`src/rtl/vga_timing_gen.sv`:
```
// Parametrised raster timing generator: pixel-aligned coordinates, active/blank
// flags, sync pulses, line/frame strobes and a completed-frame counter.
module vga_timing_gen #(
    parameter int H_ACTIVE = 640,
    parameter int H_FP     = 16,
    parameter int H_SYNC   = 96,
    parameter int H_BP     = 48,
    parameter int V_ACTIVE = 480,
    parameter int V_FP     = 10,
    parameter int V_SYNC   = 2,
    parameter int V_BP     = 33,
    parameter bit HS_POL   = 1'b0,
    parameter bit VS_POL   = 1'b0,
    parameter int CNT_W    = 10,
    parameter int FRAME_W  = 8
) (
    input  logic               clk,
    input  logic               reset,
    input  logic               enable,
    output logic [CNT_W-1:0]   hcount,
    output logic [CNT_W-1:0]   vcount,
    output logic               vid,
    output logic               vblank,
    output logic               hs,
    output logic               vs,
    output logic               line_start,
    output logic               frame_start,
    output logic [FRAME_W-1:0] frame_cnt
);

    localparam int H_TOTAL = H_ACTIVE + H_FP + H_SYNC + H_BP;
    localparam int V_TOTAL = V_ACTIVE + V_FP + V_SYNC + V_BP;

    localparam logic [CNT_W-1:0] H_LAST   = CNT_W'(H_TOTAL - 1);
    localparam logic [CNT_W-1:0] V_LAST   = CNT_W'(V_TOTAL - 1);
    localparam logic [CNT_W-1:0] H_VIS    = CNT_W'(H_ACTIVE);
    localparam logic [CNT_W-1:0] V_VIS    = CNT_W'(V_ACTIVE);
    localparam logic [CNT_W-1:0] HS_FIRST = CNT_W'(H_ACTIVE + H_FP);
    localparam logic [CNT_W-1:0] HS_LAST  = CNT_W'(H_ACTIVE + H_FP + H_SYNC - 1);
    localparam logic [CNT_W-1:0] VS_FIRST = CNT_W'(V_ACTIVE + V_FP);
    localparam logic [CNT_W-1:0] VS_LAST  = CNT_W'(V_ACTIVE + V_FP + V_SYNC - 1);

    // h/v address the pixel that the next enable tick will present.
    logic [CNT_W-1:0] h;
    logic [CNT_W-1:0] v;
    logic             h_last;
    logic             v_last;
    logic             in_hs;
    logic             in_vs;

    always_comb begin
        h_last = (h == H_LAST);
        v_last = (v == V_LAST);
        in_hs  = (h >= HS_FIRST) && (h <= HS_LAST);
        in_vs  = (v >= VS_FIRST) && (v <= VS_LAST);
    end

    always_ff @(posedge clk) begin
        if (reset) begin
            h           <= '0;
            v           <= '0;
            hcount      <= '0;
            vcount      <= '0;
            vid         <= 1'b0;
            vblank      <= 1'b0;
            hs          <= ~HS_POL;
            vs          <= ~VS_POL;
            line_start  <= 1'b0;
            frame_start <= 1'b0;
            frame_cnt   <= '0;
        end else begin
            // Strobes drop on every non-tick cycle so they stay one clk wide.
            line_start  <= 1'b0;
            frame_start <= 1'b0;
            if (enable) begin
                hcount      <= h;
                vcount      <= v;
                vid         <= (h < H_VIS) && (v < V_VIS);
                vblank      <= (v >= V_VIS);
                hs          <= in_hs ? HS_POL : ~HS_POL;
                vs          <= in_vs ? VS_POL : ~VS_POL;
                line_start  <= (h == '0);
                frame_start <= (h == '0) && (v == '0);
                if (h_last) begin
                    h <= '0;
                    v <= v_last ? '0 : v + 1'b1;
                    if (v_last) begin
                        frame_cnt <= frame_cnt + 1'b1;
                    end
                end else begin
                    h <= h + 1'b1;
                end
            end
        end
    end

endmodule

```
`config.mk`:
```
export PLATFORM = sky130hd
export DESIGN_NAME = vga_timing_gen
export DESIGN_NICKNAME = d
export VERILOG_FILES = /design/src/rtl/vga_timing_gen.sv
export SDC_FILE = /design/constraint.sdc
export NUM_CORES = 1
export LEC_CHECK = 0
export ABC_AREA = 1
export CAP_MARGIN = 15
export CORE_MARGIN = 2
export CORE_UTILIZATION = 52
export CTS_CLUSTER_SIZE = 24
export DETAILED_ROUTE_END_ITERATION = 10
export PLACE_DENSITY = 0.76
export SLEW_MARGIN = 10
export SYNTH_ARGS = -nofsm -noshare
export SYNTH_HDL_FRONTEND = slang
export SYNTH_SLANG_ARGS = --single-unit
```
`constraint.sdc`:
```
create_clock -name clk -period 3.1 [get_ports clk]
set_input_delay 0.31 -clock clk [delete_from_list [all_inputs] [get_ports clk]]
set_output_delay 0.31 -clock clk [all_outputs]
set_load 0.01 [all_outputs]
```
==> impl_metrics.sql, run 1 <==
INSERT INTO impl_metrics (metric_group, metric, value, unit) VALUES
('outcome', 'run_status', 'completed', ''),
('worst_setup_path', 'timing.critical_path.from_type', 'input pin', ''),
('sta', 'grt_setup_unrepaired', 'no', ''),
('sta', 'max_freq', '590', 'MHz'),
('placed_design', 'placement.io_buffers', '36', ''),
('finish', 'syn_to_final_growth', '21.2', '%'),
('sta', 'setup-violations-final', '0', ''),
('sta', 'final_period_minus_worst_setup_slack', '1700', 'ps'),
('routing', 'drt-vias-per-instance', '5.24', ''),
('worst_setup_path', 'r2r_slack', '1420', 'ps'),
('worst_hold_path', 'holdCritStartpoint', 'hcount[4]', ''),
('die', 'initial_utilization', '53.9', '%'),
('finish', 'fin_nets', '400', ''),
('worst_hold_path', 'timing.hold.worst_endpoint', 'hcount[4]', ''),
('synth', 'post_synth_main_area_contributors', 'sky130_fd_sc_hd__dfxtp_1, sky130_fd_sc_hd__nand2_1, sky130_fd_sc_hd__a21oi_1', ''),
('sta', 'tightest_slew', '572', 'ps'),
('routing', 'wl_per_cell', '13.0', 'um'),
('die', 'fp.dieW', '73.7', 'um'),
('sta', 'clock_skew', '9.25', 'ps'),
('finish', 'ant_cells', '0', ''),
('sta', 'final-hold-violation-count', '0', ''),
('placed_design', 'hpwlAfterDp', '4.22', 'mm'),
('die', 'die_area', '5430', 'sq um'),
('die', 'io_pins', '37', ''),
('clock_tree', 'clk_transition_reported_paths', '100', 'ps'),
('synth', 'synth_area_leader_cell', 'sky130_fd_sc_hd__dfxtp_1', ''),
('worst_setup_path', 'worst_path_largest_cell_delay', '450', 'ps'),
('finish', 'post-route-util', '65.3', '%'),
('clock_tree', 'postCtsResizedCells', '0', ''),
('synth', 'synth-seq-cells', '54', ''),
('routing', 'via_count', '2338', ''),
('placed_design', 'post-place-ws', '1080', 'ps'),
('clock_tree', 'clock_tree_buf_depth', '2', ''),
('power', 'power_per_cell_area', '448', 'nW/um^2'),
('die', 'placementRows', '25', ''),
('worst_setup_path', 'worstReg2RegStart', 'h[0]', ''),
('sta', 'timing_max_transition_violations_final', '0', ''),
('routing', 'ant_nets', '0', ''),
('clock_tree', 'cts_max_level', '2', ''),
('synth', 'synth-warning-count', '0', ''),
('synth', 'synthesis.area', '2530', 'sq um'),
('clock_tree', 'hold_buffers', '0', ''),
('worst_hold_path', 'hold_path_class', 'reg2reg', ''),
('power', 'power.static_leakage', '1.26', 'nW'),
('worst_setup_path', 'critical_path.endpoint_type', 'flop', ''),
('clock_tree', 'cts_tree', 'yes', ''),
('synth', 'postSynthCellCount', '356', ''),
('global_route', 'track_usage', '23.0', '%'),
('routing', 'first_iter_violations', '119', ''),
('routing', 'drt_pass1_iterations', '4', ''),
('worst_setup_path', 'crit_path_cell_trace', 'clkdlybuf4s50_1 > buf_4 > inv_1 > nand2_1 > inv_1 > nand2_1 > a21oi_1', ''),
('synth', 'yosysSeqAreaShare', '42.8', '%'),
('worst_setup_path', 'timing_worst_setup_path_type', 'in2reg', ''),
('power', 'ir_worst_vdd', '299', 'uV'),
('flow_run', 'maxCapViolCount', '0', ''),
('placed_design', 'routability_congestion_estimate_from_global_placement', '0.941', ''),
('worst_setup_path', 'critPathArrivalTime', '1960', 'ps'),
('finish', 'layout-drive-gt1-share', '6.38', '%'),
('clock_tree', 'clock-sinks', '54', ''),
('clock_tree', 'cts_root_buffer', 'sky130_fd_sc_hd__clkbuf_8', ''),
('worst_setup_path', 'cp_num_buf_inv', '4', ''),
('synth', 'yosysUniqueCellTypes', '25', ''),
('worst_setup_path', 'timing.rr.end', 'h[6]', ''),
('global_route', 'number_of_global_route_vias_before_repair', '2129', ''),
('worst_setup_path', 'worst_path_max_delay_cell', 'sky130_fd_sc_hd__inv_1', ''),
('clock_tree', 'cts_setup_buffers', '0', ''),
('die', 'core_region_area', '4690', 'sq um'),
('worst_hold_path', 'hold_path_depth', '2', ''),
('worst_setup_path', 'critPathRequiredTime', '3360', 'ps'),
('worst_setup_path', 'cp_max_fo', '23', ''),
('routing', 'routed_wl', '5.80', 'mm');
## report_power, final
| group | total (mW) | switching [mW] | internal (mW) | leakage (nW) |
|---|---|---|---|---|
| Sequential | 0.720 | 0.00957 | 0.710 | 0.439 |
| Clock | 0.561 | 0.238 | 0.323 | 0.0683 |
| Combinational | 0.0926 | 0.0506 | 0.0419 | 0.748 |
| Total | 1.37 | 0.298 | 1.08 | 1.26 |
## cells in the final DEF (no fill, tap or decap)
cell type,synthesis,routed
sky130_fd_sc_hd__xor2_1,1,1
sky130_fd_sc_hd__o21ai_0,30,30
sky130_fd_sc_hd__clkinv_4,0,1
sky130_fd_sc_hd__inv_1,38,38
sky130_fd_sc_hd__nor2_2,2,2
sky130_fd_sc_hd__nor2_8,1,1
sky130_fd_sc_hd__nand2_4,2,2
sky130_fd_sc_hd__clkbuf_8,0,5
sky130_fd_sc_hd__nand2_1,83,83
sky130_fd_sc_hd__a21oi_1,34,34
sky130_fd_sc_hd__dfxtp_1,54,54
sky130_fd_sc_hd__a211oi_1,2,2
sky130_fd_sc_hd__nand2_2,1,1
sky130_fd_sc_hd__clkdlybuf4s50_1,0,36
sky130_fd_sc_hd__nand3_4,1,1
sky130_fd_sc_hd__and3_1,2,2
sky130_fd_sc_hd__nor3b_1,1,1
sky130_fd_sc_hd__bufinv_16,0,2
sky130_fd_sc_hd__nor2_4,5,5
sky130_fd_sc_hd__nand4_1,8,8
sky130_fd_sc_hd__nor3_1,15,15
sky130_fd_sc_hd__nor2_1,38,38
sky130_fd_sc_hd__inv_2,3,3
sky130_fd_sc_hd__ha_1,6,6
sky130_fd_sc_hd__buf_4,1,2
sky130_fd_sc_hd__nand3_1,19,19
## registers in the layout, indices dropped and copies added, names as in the netlist
register,count
vcount,10
frame_start,1
hcount,10
vs,1
frame_cnt,8
line_start,1
h,10
v,10
hs,1
vid,1
vblank,1
## worst register-to-register path, delay by kind of cell (launching register included)
kind,cells,cell delay [ps]
adder cells (fa/ha/maj),1,260
buffers and inverters,1,100
flip-flops,1,400
AND/OR/NAND/NOR,5,820
## cells by family after synthesis
kind of cell / Yosys count / share of synthesized area [%]
flip-flops: 54 / 42.8
XOR/XNOR: 1 / 0.347
adder cells (fa/ha/maj): 6 / 2.97
AO/OA/AOI/OAI: 66 / 13.3
AND/OR/NAND/NOR: 178 / 32.8
buffers and inverters: 51 / 7.82
## metrics by stage
stage          total power [mW]  instances  hold WS (ps)
2_1_floorplan             0.785        356           455
3_3_place_gp              0.827        438           452
6_report                   1.37        446           466
5_1_grt                    1.41        446           490
3_5_place_dp              0.828        438           453
4_1_cts                    1.38        446           468
## worst max-delay path by stage
stage	from	endpoint	cells after the start
floorplan	v[0]	v[6]	8
global placement	enable	frame_cnt[2]	7
detailed placement	reset	h[6]	6
CTS	enable	frame_cnt[2]	7
global route	enable	frame_cnt[0]	7
finish	reset	h[7]	7
## synth_stat cells (all sizes together)
cell type	count
nand2	86
dfxtp	54
nor2	46
inv	41
a21oi	34
o21ai	30
nand3	20
nor3	15
nand4	8
clkbuf	6
ha	6
buf	4
a211oi	2
and3	2
nor3b	1
xor2	1
## cell type report
type,instances,area [sq um]
Sequential cell,54,1080
Clock buffer,5,68.8
Fill cell,417,1630
Tap cell,54,67.6
Multi-Input combinational cell,251,1250
Inverter,41,154
Timing Repair Buffer,38,375
Clock inverter,3,68.8
## layer usage
layer  track usage (%)  wire (um)  vias up
met5                 0          0        -
met4              7.27         93        0
met3              4.66        326       10
met2              35.6       2560       68
met1              32.1       2820     1037
li1                  -          -     1223
Power figures use the tool's default switching activity.
==> run 2: changes to the inputs <==
Settings changed: CORE_UTILIZATION 52 to 48, PLACE_DENSITY 0.76 to 0.74.
Clock period 3.1 ns to 1.5 ns, I/O delays scaled along.
==> impl_metrics.sql, run 2 (same netlist as run 1, synthesis figures left out) <==
INSERT INTO impl_metrics (metric_group, metric, value, unit) VALUES
('outcome', 'run_status', 'completed', ''),
('die', 'io_pins', '37', ''),
('clock_tree', 'cts_tree', 'yes', ''),
('sta', 'final_period_minus_worst_setup_slack', '1460', 'ps'),
('power', 'power_per_cell_area', '740', 'nW/um^2'),
('die', 'initial_utilization', '49.5', '%'),
('clock_tree', 'cts_max_level', '2', ''),
('clock_tree', 'hold_buffers', '0', ''),
('worst_setup_path', 'cp_num_buf_inv', '0', ''),
('sta', 'clock_skew', '8.59', 'ps'),
('placed_design', 'routability_congestion_estimate_from_global_placement', '0.921', ''),
('worst_setup_path', 'critPathArrivalTime', '1700', 'ps'),
('routing', 'drt_pass1_iterations', '4', ''),
('worst_hold_path', 'holdCritStartpoint', 'hcount[0]', ''),
('worst_setup_path', 'worst_path_largest_cell_delay', '370', 'ps'),
('worst_setup_path', 'critPathRequiredTime', '1740', 'ps'),
('routing', 'wl_per_cell', '13.1', 'um'),
('placed_design', 'placement.io_buffers', '36', ''),
('worst_setup_path', 'worstReg2RegStart', 'h[0]', ''),
('finish', 'layout_commonest_cell', 'sky130_fd_sc_hd__nand2_1', ''),
('sta', 'worst_slew_margin_rel', '78.6', '%'),
('worst_hold_path', 'hold_path_class', 'reg2reg', ''),
('placed_design', 'cell_area_placed', '3130', 'sq um'),
('sta', 'timing_max_transition_violations_final', '0', ''),
('finish', 'multi_input_area', '1320', 'sq um'),
('power', 'p_total', '2.48', 'mW'),
('finish', 'ant_cells', '0', ''),
('routing', 'ant_nets', '0', ''),
('worst_setup_path', 'r2r_slack', '40', 'ps'),
('worst_setup_path', 'r2r_cells', '7', ''),
('die', 'core_region_area', '5110', 'sq um'),
('worst_setup_path', 'timing.critical_path.from_type', 'flop', ''),
('routing', 'via_count', '2509', ''),
('worst_setup_path', 'timing.rr.end', 'frame_cnt[6]', ''),
('sta', 'grt_setup_unrepaired', 'yes', ''),
('routing', 'detail_route.drc_violations', '0', ''),
('global_route', 'grt_start_max_net_pins', '32', ''),
('finish', 'syn_to_final_growth', '32.8', '%'),
('worst_hold_path', 'hold_path_depth', '2', ''),
('global_route', 'track_usage', '21.7', '%'),
('worst_setup_path', 'cp_max_fo', '6', ''),
('clock_tree', 'insertion_delay', '300', 'ps'),
('routing', 'drt-vias-per-instance', '5.10', ''),
('routing', 'routed_wl', '6.44', 'mm'),
('finish', 'finalInstanceArea', '3360', 'sq um'),
('worst_setup_path', 'critical_path.endpoint_type', 'flop', ''),
('routing', 'first_iter_violations', '160', ''),
('sta', 'final-hold-violation-count', '0', ''),
('finish', 'fin_nets', '431', ''),
('clock_tree', 'cts_root_buffer', 'sky130_fd_sc_hd__clkbuf_8', ''),
('clock_tree', 'cts_made_buffers', '5', ''),
('global_route', 'grt_overflow', '0', ''),
('finish', 'fillers', '477', ''),
('sta', 'hold-worst-slack', '459', 'ps'),
('sta', 'tightest_slew', '318', 'ps'),
('finish', 'regArea', '1100', 'sq um'),
('placed_design', 'post-place-ws', '-109', 'ps'),
('sta', 'min_period_over_period', '97.5', '%'),
('sta', 'setup_total_negative_slack', '0', 'ps'),
('global_route', 'number_of_global_route_vias_before_repair', '2193', ''),
('sta', 'layout_setup_ws', '37.1', 'ps'),
('finish', 'layout-drive-gt1-share', '18.2', '%'),
('power', 'power.static_leakage', '1.38', 'nW'),
('worst_setup_path', 'crit_path_cell_trace', 'ha_4 > nand2_4 > nor2_4 > nand3_1 > nor2_4 > nand3_1 > a21oi_1', ''),
('clock_tree', 'clock-sinks', '54', ''),
('worst_setup_path', 'critical-path-top-delay-family', 'simple AND/OR/NAND/NOR gates', ''),
('clock_tree', 'clk_transition_reported_paths', '90', 'ps'),
('die', 'die_h', '76.6', 'um'),
('global_route', 'antenna_found_initial', '0', ''),
('clock_tree', 'clock_tree_buf_depth', '2', ''),
('global_route', 'wire_length_of_the_first_global_routing_pass', '10.4', 'mm'),
('placed_design', 'hpwlAfterDp', '4.66', 'mm'),
('die', 'die_area', '5860', 'sq um'),
('power', 'ir_worst_vdd', '483', 'uV'),
('worst_setup_path', 'timing_worst_setup_path_type', 'reg2reg', ''),
('worst_hold_path', 'timing.hold.worst_endpoint', 'hcount[0]', ''),
('sta', 'setup-violations-final', '0', ''),
('worst_setup_path', 'timing.critical_path.depth', '7', ''),
('die', 'placementRows', '26', ''),
('worst_setup_path', 'worst_path_max_delay_cell', 'sky130_fd_sc_hd__dfxtp_4', ''),
('sta', 'max_freq', '684', 'MHz'),
('flow_run', 'maxCapViolCount', '0', ''),
('finish', 'most-common-layout-cells', 'sky130_fd_sc_hd__nand2_1, sky130_fd_sc_hd__dfxtp_1, sky130_fd_sc_hd__clkdlybuf4s50_1', ''),
('die', 'fp.dieW', '76.6', 'um');
run 2: changes by cell type in the layout (fill, tap and decap cells not counted), sizes merged:
| cell | change |
|---|---|
| buf | +31 |
| clkinv | -1 |
| bufinv | -2 |
| clkbuf | +2 |
run 2: worst max path at each step:
stage                 from            to  slack, ps
finish                h[0]  frame_cnt[6]         40
global route          h[0]  frame_cnt[6]        -20
CTS                   v[0]  frame_cnt[4]         -2
detailed placement  enable          v[6]       -110
global placement    enable          v[6]        -60
floorplan             v[0]          v[6]        100
run 2: tightest hold or removal path, stage by stage, from the launching register on:
cell,delay [ps]
sky130_fd_sc_hd__dfxtp_1,320
sky130_fd_sc_hd__nand2_1,60
sky130_fd_sc_hd__a21oi_1,50
run 2: area by class of cell:
type                       instances  area share (%)
tap                               70            2.61
inverter                          41            4.66
multi-input combinational        251            39.3
clock buffer                       7            2.27
sequential                        54            32.7
timing repair buffer              69            18.5
run 2: stage by stage:
stage	cells	util [%]
floorplan	356	-
global placement	477	61.3
detailed placement	477	61.3
CTS	484	63.0
global route	492	65.7
finish	492	65.7
run 2: report_power, final:
part,total [mW],switching (mW),leakage [nW],internal (mW)
sequential,1.49,0.0193,0.444,1.47
clock,0.767,0.445,0.0383,0.323
combinational,0.228,0.114,0.900,0.114
run 2: what timing repair did:
item	CTS	global route
pin swaps	0	9
buffers inserted	0	8
resized for setup	3	31
setup endpoints to repair	10	24
endpoints found under the hold margin	0	0
run 2: layer usage:
layer	vias up	wire length [um]	share of wire (%)	track usage [%]
met4	0	95	1.5	6.00
met2	77	2960	46	34.7
met5	-	0	0	0
met1	1137	3070	48	29.8
met3	9	310	4.8	4.38
li1	1286	-	-	-
==> edit (flow settings as in run 2) <==
Set the parameter `CNT_W` to 20 (it was 10).
--- a/src/rtl/vga_timing_gen.sv
+++ b/src/rtl/vga_timing_gen.sv
@@ -13,3 +13,3 @@
     parameter bit VS_POL   = 1'b0,
-    parameter int CNT_W    = 10,
+    parameter int CNT_W    = 20,
     parameter int FRAME_W  = 8
Interface: changed (resized hcount and vcount); port bits go from 37 to 57. No check against the original RTL was run, so the function may have changed too.
==> edit against run 2 <==
  * The run now ends with setup timing left
  * First-iteration DRC count up 30%
  * Sequential cell count grew 40
  * Wire length grew 98%
  * Setup slack lost 70 ps
  * Total power rose by 83%
  * Combinational power rose by 54%
  * Final area up 83%
  * Count of clock-buffer cells in the layout rose by 5
  * Global-route usage is 2.2 points higher
  * Synthesized area is 74% higher
  * Critical path type unchanged
==> edit: results (changes against run 2) <==
* Maximum VDD drop at 0.485 mV (+0.32%)
* Setup WS post-layout at -32.8 ps (-69.8 ps)
* Path depth of the worst reg2reg path at 9 (+2)
* Layout fillers at 695 (+46%)
* Failing checks: setup timing
* Register area share after synthesis at 0.429 (+0.00113)
* Post-detailed-route via-to-cell ratio at 5.47 (+7.2%)
* Final standard cell count with taps included and fillers excluded at 855 (+74%)
* First-pass GRT wire length at 19300 um (+85%)
* Fraction of final layout cells with drive strength greater than 1 at 0.258 (+0.0759)
* Number of antenna diodes at 0 (unchanged)
* GRT Resource Usage Total at 0.239 (+0.0220)
* Per-cell routed wire length at 14.9 um (+14%)
* Min-Delay Startpoint: enable
* Ranking of synthesized cells by instance count: 135 x sky130_fd_sc_hd__nand2_1, 108 x sky130_fd_sc_hd__nor2_1, 94 x sky130_fd_sc_hd__dfxtp_1
* H-tree lvl count at 3 (+1)
* Clock insertion delay at the later pin of the skew report at 370 ps (+70 ps)
* Hold Path Depth at 3 (+1)
* Class of the tightest hold or removal check: in2reg
* Net Count, Synth at 638 (+75%)
* Worst rel slew slack at 0.573 (-0.213)
* Number of placed instances, taps included at 833 (+75%)
* Standby leakage power at 2.40 nW (+73%)
* IO buf count at 56 (+56%)
* Synth top area share at 0.429 (+0.00113)
* Setup TNS at -179 ps (-179 ps)
* Post-Place Worst Slack at -99.8 ps (+9.04 ps)
* Data arrival, critical path at 1830 ps (+130 ps)
* Synth cell types at 29 (+16%)
* Switching pwr at 1.13 mW (+95%)
* Final clock skew at 13.6 ps (+5.02 ps)
* Violation count after the first detailed-route iteration at 208 (+30%)
* Mean Syn Cell Area at 6.98 um2 (-1.7%)
* Maximum net fanout on the critical path at 6 (unchanged)
* WHS Endpoint: hcount[19]
* Final RePlAce weighted congestion at 0.925 (+0.36%)
* Result of the run: finished with violations
* Setup violation total in the final timing report at 11 (+11)
* Standard cell with the maximum stage delay on the critical path: sky130_fd_sc_hd__dfxtp_2
* Standard cell area after detailed placement at 5500 um2 (+75%)
* Hpwl dp at 8470 um (+82%)
* Worst flop-to-flop path endpoint: v[2]
* Ranking of synthesized cells by area: sky130_fd_sc_hd__dfxtp_1 43%, sky130_fd_sc_hd__nand2_1 12%, sky130_fd_sc_hd__nor2_1 9.2%, sky130_fd_sc_hd__a21oi_1 7.1%, sky130_fd_sc_hd__nand3_1 5.2%
* First-pass detailed-route iteration total at 5 (+1)
==> edit: changes by cell type after synthesis, sizes merged, moves of 23 or more <==
cell / run 2 / this run
nor2: 46 / 111
nand2: 86 / 136
a21oi: 34 / 62
dfxtp: 54 / 94
nand3: 20 / 47
xor2: 1 / 24
==> edit: metal layers <==
layer | up-vias | global-route usage | routed length (um)
met5 | - | 0 | 0
met4 | 0 | 0.0706 | 365
met3 | 44 | 0.0513 | 615
met2 | 151 | 0.433 | 6540
met1 | 2209 | 0.283 | 5240
li1 | 2270 | - | -
==> edit: logic make-up (layout without fill, tap and decap cells) <==
family,after synthesis,count (layout),synth area share
xor+xnor,25,25,0.0499
fa+ha+maj,6,6,0.0171
buf+inv,73,191,0.0679
simple gates,324,324,0.311
compound gates,107,107,0.125
flops,94,94,0.429
==> edit: worst max-delay path, delay by kind of cell, from the launching register on <==
kind            cells  cell delay, ps
fa+ha+maj           1             170
flops               1             370
compound gates      1             130
buf+inv             2             250
simple gates        5             550
==> edit: area by class of cell <==
cell class	count	area, um2	share of cell area
multi-input combinational	462	2550	0.415
sequential	94	1910	0.311
timing repair buffer	128	1180	0.192
inverter	47	184	0.0299
clock buffer	12	155	0.0252
tap	108	135	0.0220
clock inverter	4	31.3	0.00509
==> edit: worst max-delay path by stage <==
stage | startpoint | to | slack, ps
final | h[0] | v[2] | -30
after global routing | v[4] | v[15] | -160
after CTS | v[1] | v[4] | 0.2
after detailed placement | h[0] | frame_cnt[5] | -100
after global placement | reset | frame_start | -40
after floorplan | h[1] | v[14] | 2
==> edit: what timing repair did <==
action	CTS	global route
gates cloned	0	1
pin swaps	3	29
setup buffers	0	5
resized for setup	14	103
endpoints found under the setup margin	33	48
==> edit: power groups by stage <==
stage | sequential, mW | combinational, mW | clock [mW]
finish | 2.58 | 0.351 | 1.61
global route | 2.59 | 0.382 | 1.73
CTS | 2.59 | 0.343 | 1.63
detailed placement | 2.64 | 0.340 | 0
global placement | 2.64 | 0.336 | 0
floorplan | 2.66 | 0.138 | 0
==> edit: per-stage QoR <==
| step | power, mW | hold WS, ps |
|---|---|---|
| 2_1_floorplan | 2.80 | 452 |
| 5_1_grt | 4.70 | 175 |
| 3_3_place_gp | 2.97 | 451 |
| 4_1_cts | 4.56 | 180 |
| 3_5_place_dp | 2.98 | 451 |
| 6_report | 4.54 | 190 |
